===== config.mk =====
export PLATFORM = sky130hd
export DESIGN_NAME = discharge_pulse_gen
export DESIGN_NICKNAME = d
export VERILOG_FILES = /design/src/rtl/discharge_pulse_gen.sv
export SDC_FILE = /design/constraint.sdc
export NUM_CORES = 1
export LEC_CHECK = 0
export CORE_MARGIN = 2
export CORE_UTILIZATION = 50
export CTS_BUF_LIST = sky130_fd_sc_hd__clkbuf_2
export CTS_CLUSTER_DIAMETER = 30
export DETAILED_ROUTE_END_ITERATION = 16
export MAX_ROUTING_LAYER = met4
export PLACE_DENSITY = 0.74
export SLEW_MARGIN = 20
export SYNTH_ARGS = -nofsm -noshare
export SYNTH_HDL_FRONTEND = slang
export SYNTH_SLANG_ARGS = --single-unit

===== constraint.sdc =====
create_clock -name clk -period 6.4 [get_ports clk]
set_input_delay 1.6 -clock clk [delete_from_list [all_inputs] [get_ports clk]]
set_output_delay 1.6 -clock clk [all_outputs]
set_load 0.02 [all_outputs]

===== src/rtl/discharge_pulse_gen.sv =====
// Discharge pulse generator: repeating Ton/Toff gate pattern timed in units of CLK_PER_UNIT
// cycles, with stop priority, per-period parameter latching and a completed-period counter.
module discharge_pulse_gen #(
  parameter int unsigned CLK_PER_UNIT = 100,
  parameter int unsigned TOFF_MIN     = 1
) (
  input  logic        clk,
  input  logic        rst_n,
  input  logic        machine_start,
  input  logic        machine_stop,
  input  logic [15:0] Ton_data,
  input  logic [15:0] Toff_data,
  output logic        pulse_gate,
  output logic        running,
  output logic        period_done,
  output logic [15:0] pulse_cnt
);

  localparam int unsigned PW = (CLK_PER_UNIT > 1) ? $clog2(CLK_PER_UNIT) : 1;
  localparam logic [PW-1:0] PrescMax = PW'(CLK_PER_UNIT - 1);
  localparam logic [15:0] ToffMin = 16'(TOFF_MIN);

  typedef enum logic [1:0] {StIdle, StTon, StToff} state_e;

  state_e        state_q, state_d;
  logic [PW-1:0] presc_q, presc_d;
  logic [15:0]   unit_q, unit_d;
  logic [15:0]   ton_q, ton_d;
  logic [15:0]   toff_q, toff_d;

  logic          gate_d, running_d, period_done_d;
  logic [15:0]   cnt_d;
  logic          unit_end, ton_end, toff_end, start_ok, new_period;

  always_ff @(posedge clk) begin
    if (!rst_n) begin
      state_q     <= StIdle;
      presc_q     <= '0;
      unit_q      <= '0;
      ton_q       <= '0;
      toff_q      <= '0;
      pulse_gate  <= 1'b0;
      running     <= 1'b0;
      period_done <= 1'b0;
      pulse_cnt   <= '0;
    end else begin
      state_q     <= state_d;
      presc_q     <= presc_d;
      unit_q      <= unit_d;
      ton_q       <= ton_d;
      toff_q      <= toff_d;
      pulse_gate  <= gate_d;
      running     <= running_d;
      period_done <= period_done_d;
      pulse_cnt   <= cnt_d;
    end
  end

  always_comb begin
    unit_end   = (presc_q == PrescMax);
    ton_end    = (state_q == StTon) && unit_end && (unit_q == ton_q - 16'd1);
    toff_end   = (state_q == StToff) && unit_end && (unit_q == toff_q - 16'd1);
    start_ok   = (state_q == StIdle) && machine_start && !machine_stop;
    new_period = start_ok || (toff_end && !machine_stop);

    state_d = state_q;
    ton_d   = ton_q;
    toff_d  = toff_q;
    if (unit_end) begin
      presc_d = '0;
      unit_d  = unit_q + 16'd1;
    end else begin
      presc_d = presc_q + PW'(1);
      unit_d  = unit_q;
    end

    if (machine_stop) begin
      state_d = StIdle;
      presc_d = '0;
      unit_d  = '0;
    end else if (new_period) begin
      ton_d   = Ton_data;
      toff_d  = (Toff_data < ToffMin) ? ToffMin : Toff_data;
      // A zero Ton skips TON entirely so the gate never pulses for a cycle.
      state_d = (Ton_data == 16'd0) ? StToff : StTon;
      presc_d = '0;
      unit_d  = '0;
    end else if (ton_end) begin
      state_d = StToff;
      presc_d = '0;
      unit_d  = '0;
    end else if (state_q == StIdle) begin
      presc_d = '0;
      unit_d  = '0;
    end
  end

  // Outputs are registered, so they are derived from the next state and counters.
  always_comb begin
    gate_d        = (state_d == StTon);
    running_d     = (state_d != StIdle);
    period_done_d = (state_d == StToff) && (presc_d == PrescMax) &&
                    (unit_d == toff_d - 16'd1);
    cnt_d         = (start_ok ? 16'd0 : pulse_cnt) + {15'd0, period_done_d};
  end

endmodule


Word level (Yosys, flattened, before mapping)
Cells that the tools add are included.

operators by class
  reductions and logical operators = 15
  equality and inequality tests = 9
  divide/modulo/power cells = 0
  multiply operators = 0
  bitwise operators = 1
  $add $sub $neg = 6
  order comparisons = 1
  shift-type cells = 0
  muxes and demuxes = 18

operator list
  kind                     number
  $mux W16                 9
  $eq A16 B16 Y1           3
  $sub A16 B1 Y16 const B  3
  $mux W7                  5
  $add A16 B1 Y16          1
  $add A16 B1 Y16 const B  1
  $logic_not A16 Y1        1
  $lt A16 B1 Y1 const B    1
  $eq A7 B7 Y1 const B     2
  $logic_and A1 B1 Y1      9
  $mux W2                  4
  $add A7 B1 Y7 const B    1
  $eq A2 B1 Y1 const B     2
  $eq A2 B2 Y1 const B     2
  $logic_not A2 Y1         1
  $reduce_and A2 Y1        1
  $reduce_bool A2 Y1       1
  $logic_not A1 Y1         1
  $logic_or A1 B1 Y1       1
  $not A1 Y1               1

storage, ports and cells
  logic and storage cells = 59
  input port bits = 36
  register bits after elaboration = 76
  ROM bits = 0
  RAM bits = 0
  output and inout port bits = 19
  memories kept = 0
  bits in latches = 0

Longest topological paths before layout
Gate-level depths: netlist (run 1).

  depth after elaboration = 11
  mapped depth = 29
  mapped depth without buffers = 25

Worst setup path after synthesis (run 1)
Ideal clock, no wire load.

  kind = input to register
  from = in machine_stop
  to = reg pulse_cnt[10]
  slack = -0.156 ns
  stages on the path = 23
  library setup time = 0.070 ns
  arrival = 6.486 ns
  buffers on the path = 3
  data required time = 6.330 ns
  path through = nor2_1 -> o311a_1 -> o2111a_1 -> nand4_1 -> nor4_2 -> nor2_1 -> buf_2 -> buf_2 -> o21ai_0 -> ha_1 -> nor3b_1 -> nand3_1 -> xor2_1 -> xnor2_1 -> a221o_1 -> or4_4 -> nor4_1 -> ha_1 -> ha_1 -> clkbuf_1 -> nand2_1 -> or3_1 -> a21oi_1

between the ends
  cells in the longest elaborated chain, start to end = 9
  elaborated cells between the ends (all ways) = 20
  those cells by class = add/sub (2); eq/ne (3); mux (9); reduce/logical (6)

ends and longest elaborated chain
  what                                                   RTL line  source
  from (decl)                                            10        input logic machine_stop,
  $logic_not A1 Y1                                       63, 64
  $logic_and A1 B1 Y1 (on tied branches)                 63, 64
  $logic_or A1 B1 Y1                                     64        new_period = start_ok || (toff_end && !machine_stop);
  $mux W16, or another cell as far along                 81        end else if (new_period) begin
  $mux W16, or another cell as far along                 77        if (machine_stop) begin
  $sub A16 B1 Y16, or another cell as far along          103       (unit_d == toff_d - 16'd1);
  $eq A16 B16 Y1 or $logic_and A1 B1 Y1 (tied branches)  103, 102
  $logic_and A1 B1 Y1 *                                  102       period_done_d = (state_d == StToff) && (presc_d == PrescMax) &&
  named net period_done_d                                31        logic gate_d, running_d, period_done_d;
  $add A16 B1 Y16 *                                      104       cnt_d = (start_ok ? 16'd0 : pulse_cnt) + {15'd0, period_done_d};
  to (signal assigned)                                   55        pulse_cnt <= cnt_d;
  to (decl)                                              16        output logic [15:0] pulse_cnt

Mark *: on every way through the listed nets, which the timed path passes. The rest lies on a longest branch.
A chain may end at the register's enable or synchronous reset.

Worst setup path after layout (run 1)
  from = in Toff_data[4]
  to = reg pulse_cnt[9]

between the ends
  cells in the longest elaborated chain, start to end = 8

ends and longest elaborated chain
  what                     RTL line  source
  from (decl)              12        input logic [15:0] Toff_data,
  $lt A16 B1 Y1            83        toff_d = (Toff_data < ToffMin) ? ToffMin : Toff_data;
  $mux W16 *               83
  $mux W16 *               81
  $mux W16 *               77
  $sub A16 B1 Y16 *        103
  $eq A16 B16 Y1 *         103
  $logic_and A1 B1 Y1 *    102
  named net period_done_d  31
  $add A16 B1 Y16 *        104

Marked as above.

==> parameters.txt, run 1 <==
Parameter                              Value

Pwr
  Largest voltage drop on the vdd net ... 102 uV
  Reported leakage power ... 2.25 nW
  Total chip power ... between 1 and 1.5 mW
  Power density over the cells ... around 160 mW/mm^2

STA
  Total negative setup slack ... 0 ps
  Worst hold-check slack ... 499 ps
  Count of final setup violators ... 0
  Final cycle utilization of the critical path ... 95.0%
  Max Freq ... between 150 and 200 MHz
  Final Hold Fails ... 0
  Worst-Margin Slew ... 893 ps
  Unrepaired setup endpoints after global routing ... no
  Rel. slew slack ... 39.9%
  Final critical path time including I/O delays and setup ... 6080 ps
  Final slew viol count ... 0
  Clock skew ... 29.4 ps

Clocking
  Number of sinks handled by clock tree synthesis ... 76
  Clock tree from TritonCTS ... built
  Count of hold-fix buffers inserted at cts ... 0
  Clock tree buffer depth ... 2
  Clock latency of the later-clocked register in the worst-skew pair ... 580 ps
  Number of buffers created by CTS ... 9
  H-tree depth ... 3
  Clock root buffer ... clkbuf_2
  Clock-pin slew on the worst setup and hold paths ... approximately 230 ps

Global route
  Total congestion overflow after global routing ... 0
  Largest net degree at the start of global routing ... 43
  Via count of the first global-routing pass ... 4,956
  Global router's overall resource usage ... ~28%
  Initial antenna violation count ... 0
  Global-route wire length before repair ... 24.9 mm

Worst setup path
  WP data arrival ... 6560 ps
  Launching point of the worst reg2reg path ... toff_q[4]
  Family with the most delay on the worst path ... simple AND/OR/NAND/NOR gates
  Endpoint required time on the critical path ... 6880 ps
  Startpoint types ... primary input
  Cell-by-cell listing of the critical path ... clkdlybuf4s50_1 > or3_1 > nor4_1 > nand4b_1 > o21bai_1 > o21ai_0 > ha_1 > nor3b_4 > buf_4 > nand2_1 > xor2_1 > and4b_1 > a21oi_1 > o32ai_1 > a22oi_1 > or4_4 > nor4_2 > ha_1 > and3_1 > nand3_1 > xor2_1 > nor2_1
  Start point of the critical path ... Toff_data[4]
  CP max-delay cell ... or4_4
  Delay of the slowest critical-path stage ... 440 ps
  Critical path endpoint category ... flip-flop
  Critical Setup Path Class ... in2reg
  CP max FO ... 7
  WP buf/inv ... 2

Logic synthesis
  Number of synthesized flops with an enable pin ... 0
  Synth warnings ... 0
  Dominant register cell in the synthesized netlist ... dfxtp_1
  Synthesized area divided by synthesized cell count ... about 8 sq um
  Synthesized net count ... 740
  Gate count after technology mapping ... 697
  Ys async rst share ... 0%
  Synthesized area ... 0.00546 sq mm
  Share of synthesized area occupied by flip-flops and latches ... approximately 28%
  Number of unique standard cell types used by synthesis ... 77
  Number of synthesized register bits ... 76

Worst hold path
  Class of the worst hold path ... reg2reg
  Worst min-delay path startpoint ... ton_q[15]

Detailed routing
  Uppermost metal layer occupied by signal nets ... met4
  Via count ... 5,311
  Per-cell routed wire length ... 17.7 um
  WL met1 ... 6.98 mm
  Routed met2 length ... about 7.2 mm
  Post-DR vias/cell ... 6.04
  Number of nets with antenna violations after routing ... 0
  Met3 Wirelength ... 917 um
  First-pass DRT Iterations ... 7
  DRC violation total after the first TritonRoute iteration ... 522
  Routed wire length ... 15.6 mm
  Residual DRC count ... 0

Final layout
  Area of the multi-input gates ... 0.00367 sq mm
  Most frequent cells in the layout ... dfxtp_1 (76), nor2_1 (62), nand2_1 (59)
  Number of nets in the final layout ... 778
  Filler cells ... 1,023
  Sequential cell area ... approximately 0.0015 sq mm
  Signed area change from the synthesized netlist to the final layout ... 15.1%
  Most common cell after layout, fill and taps aside ... dfxtp_1
  Count of antenna diodes in the layout ... 0
  Fraction of final layout cells with drive strength greater than 1 ... 9.32%
  Count of non-filler cells in the finished layout ... 880

Placement
  Port Buffers ... 54
  Placed wire-length estimate after detailed placement ... 11.7 mm
  Number of placed instances, taps included ... 863
  GP Congestion ... 0.955

Die
  Starting utilization of the core area ... between 50% and 60%
  Die extent in y ... around 110 um
  Core area ... about 0.011 sq mm
  Die ar. ... 0.0118 sq mm
  Num rows ... 38
  Die outline width ... approximately 110 um
  I/O pin count ... 55

Outcome
  Status ... finished clean

Flow run
  Total of max-cap violations ... 0
==> kinds of logic (layout without fill, tap and decap cells) <==
| family | count (synthesis) | count (layout) | share of synthesized area [%] |
|---|---|---|---|
| AO/OA/AOI/OAI | 148 | 148 | 18.6 |
| multiplexers | 12 | 12 | 2.22 |
| XOR/XNOR | 83 | 83 | 13.6 |
| flip-flops | 76 | 76 | 27.9 |
| adder cells (fa/ha/maj) | 7 | 7 | 1.60 |
| buffers and inverters | 69 | 112 | 5.45 |
| AND/OR/NAND/NOR | 302 | 302 | 30.7 |
==> synth_stat cells, drive strengths merged, types with 6 or more instances <==
cell | instances | area share (%)
a21boi | 29 | 4.0
a21oi | 15 | 1.4
a31oi | 7 | 0.80
and2 | 11 | 1.3
and3 | 13 | 1.5
and4 | 6 | 0.96
buf | 17 | 1.9
clkbuf | 39 | 2.7
dfxtp | 76 | 28
ha | 7 | 1.6
inv | 13 | 0.89
mux2i | 11 | 2.0
nand2 | 59 | 4.1
nand2b | 8 | 0.92
nand3 | 27 | 2.5
nand4 | 6 | 0.69
nand4b | 6 | 0.96
nor2 | 63 | 4.3
nor2b | 11 | 1.3
nor3 | 24 | 2.4
nor4 | 21 | 2.9
nor4b | 6 | 1.4
o21ai | 43 | 3.9
or2 | 8 | 0.92
or3 | 10 | 1.1
or4 | 7 | 1.2
xnor2 | 36 | 5.8
xor2 | 46 | 7.4
==> state kept, by name (all words and copies together) (netlist names) <==
signal       count
toff_q          16
state_q          2
unit_q          16
pulse_gate       1
period_done      1
pulse_cnt       16
ton_q           16
presc_q          7
running          1
==> power breakdown <==
group          switching, mW  total [mW]  internal [mW]  leakage, nW
clock                  0.197       0.255         0.0577       0.0629
combinational          0.137       0.259          0.122         1.58
sequential            0.0223       0.508          0.486        0.616
total                  0.356        1.02          0.665         2.25
==> per-stage QoR <==
step / util [%] / cell area [sq um] / setup slack, ps
2_1_floorplan: - / 5470 / 5.23
3_3_place_gp: 57.4 / 6160 / -279
3_5_place_dp: 57.4 / 6160 / -427
4_1_cts: 58.3 / 6270 / 208
5_1_grt: 58.5 / 6280 / 18.2
6_report: 58.5 / 6280 / 320
==> worst paths after layout <==
check                       to  slack [ps]  depth (start not counted)
hold reg to reg      ton_q[15]         500                          2
hold / removal       ton_q[15]         500                          2
setup reg to reg  pulse_cnt[9]         340                         24
setup / recovery  pulse_cnt[9]         320                         22
==> per-layer routing <==
layer | up-vias | GRT usage [%]
met5 | - | -
met4 | 0 | 12.5
met3 | 45 | 3.62
met2 | 193 | 42.8
met1 | 2511 | 36.4
li1 | 2562 | -
==> final cells by class <==
class / instances / area share (%)
inverters: 13 / 0.777
clock buffers: 9 / 0.717
clock inverters: 7 / 0.916
flip-flops and latches: 76 / 24.2
multi-input cells: 552 / 58.5
well taps: 140 / 2.79
repair buffers: 83 / 12.1
==> tightest hold or removal path: cells and delay by family (launching register included) <==
family	cells	cell delay, ps
AOI/OAI and AO/OA	1	60
DFF	1	370
and+or+nand+nor	1	50
==> timing repair <==
item,4_1_cts,5_1_grt
resized for setup,0,2
setup buffers,0,1
endpoints found under the hold margin,0,0
setup endpoints to repair,0,13
Note: power is estimated with default switching activity, not from simulation.
==> run 2, diff against run 1 <==
Settings changed: CAP_MARGIN from default to 20.
==> results of run 2 <==
The final DEF is identical to that of run 1; final timing and power are the same.
==> run 3, diff against run 2 <==
Settings changed: SLEW_MARGIN 20 to default.
==> results of run 3 <==
The final DEF is identical to that of run 1; final timing and power are the same.
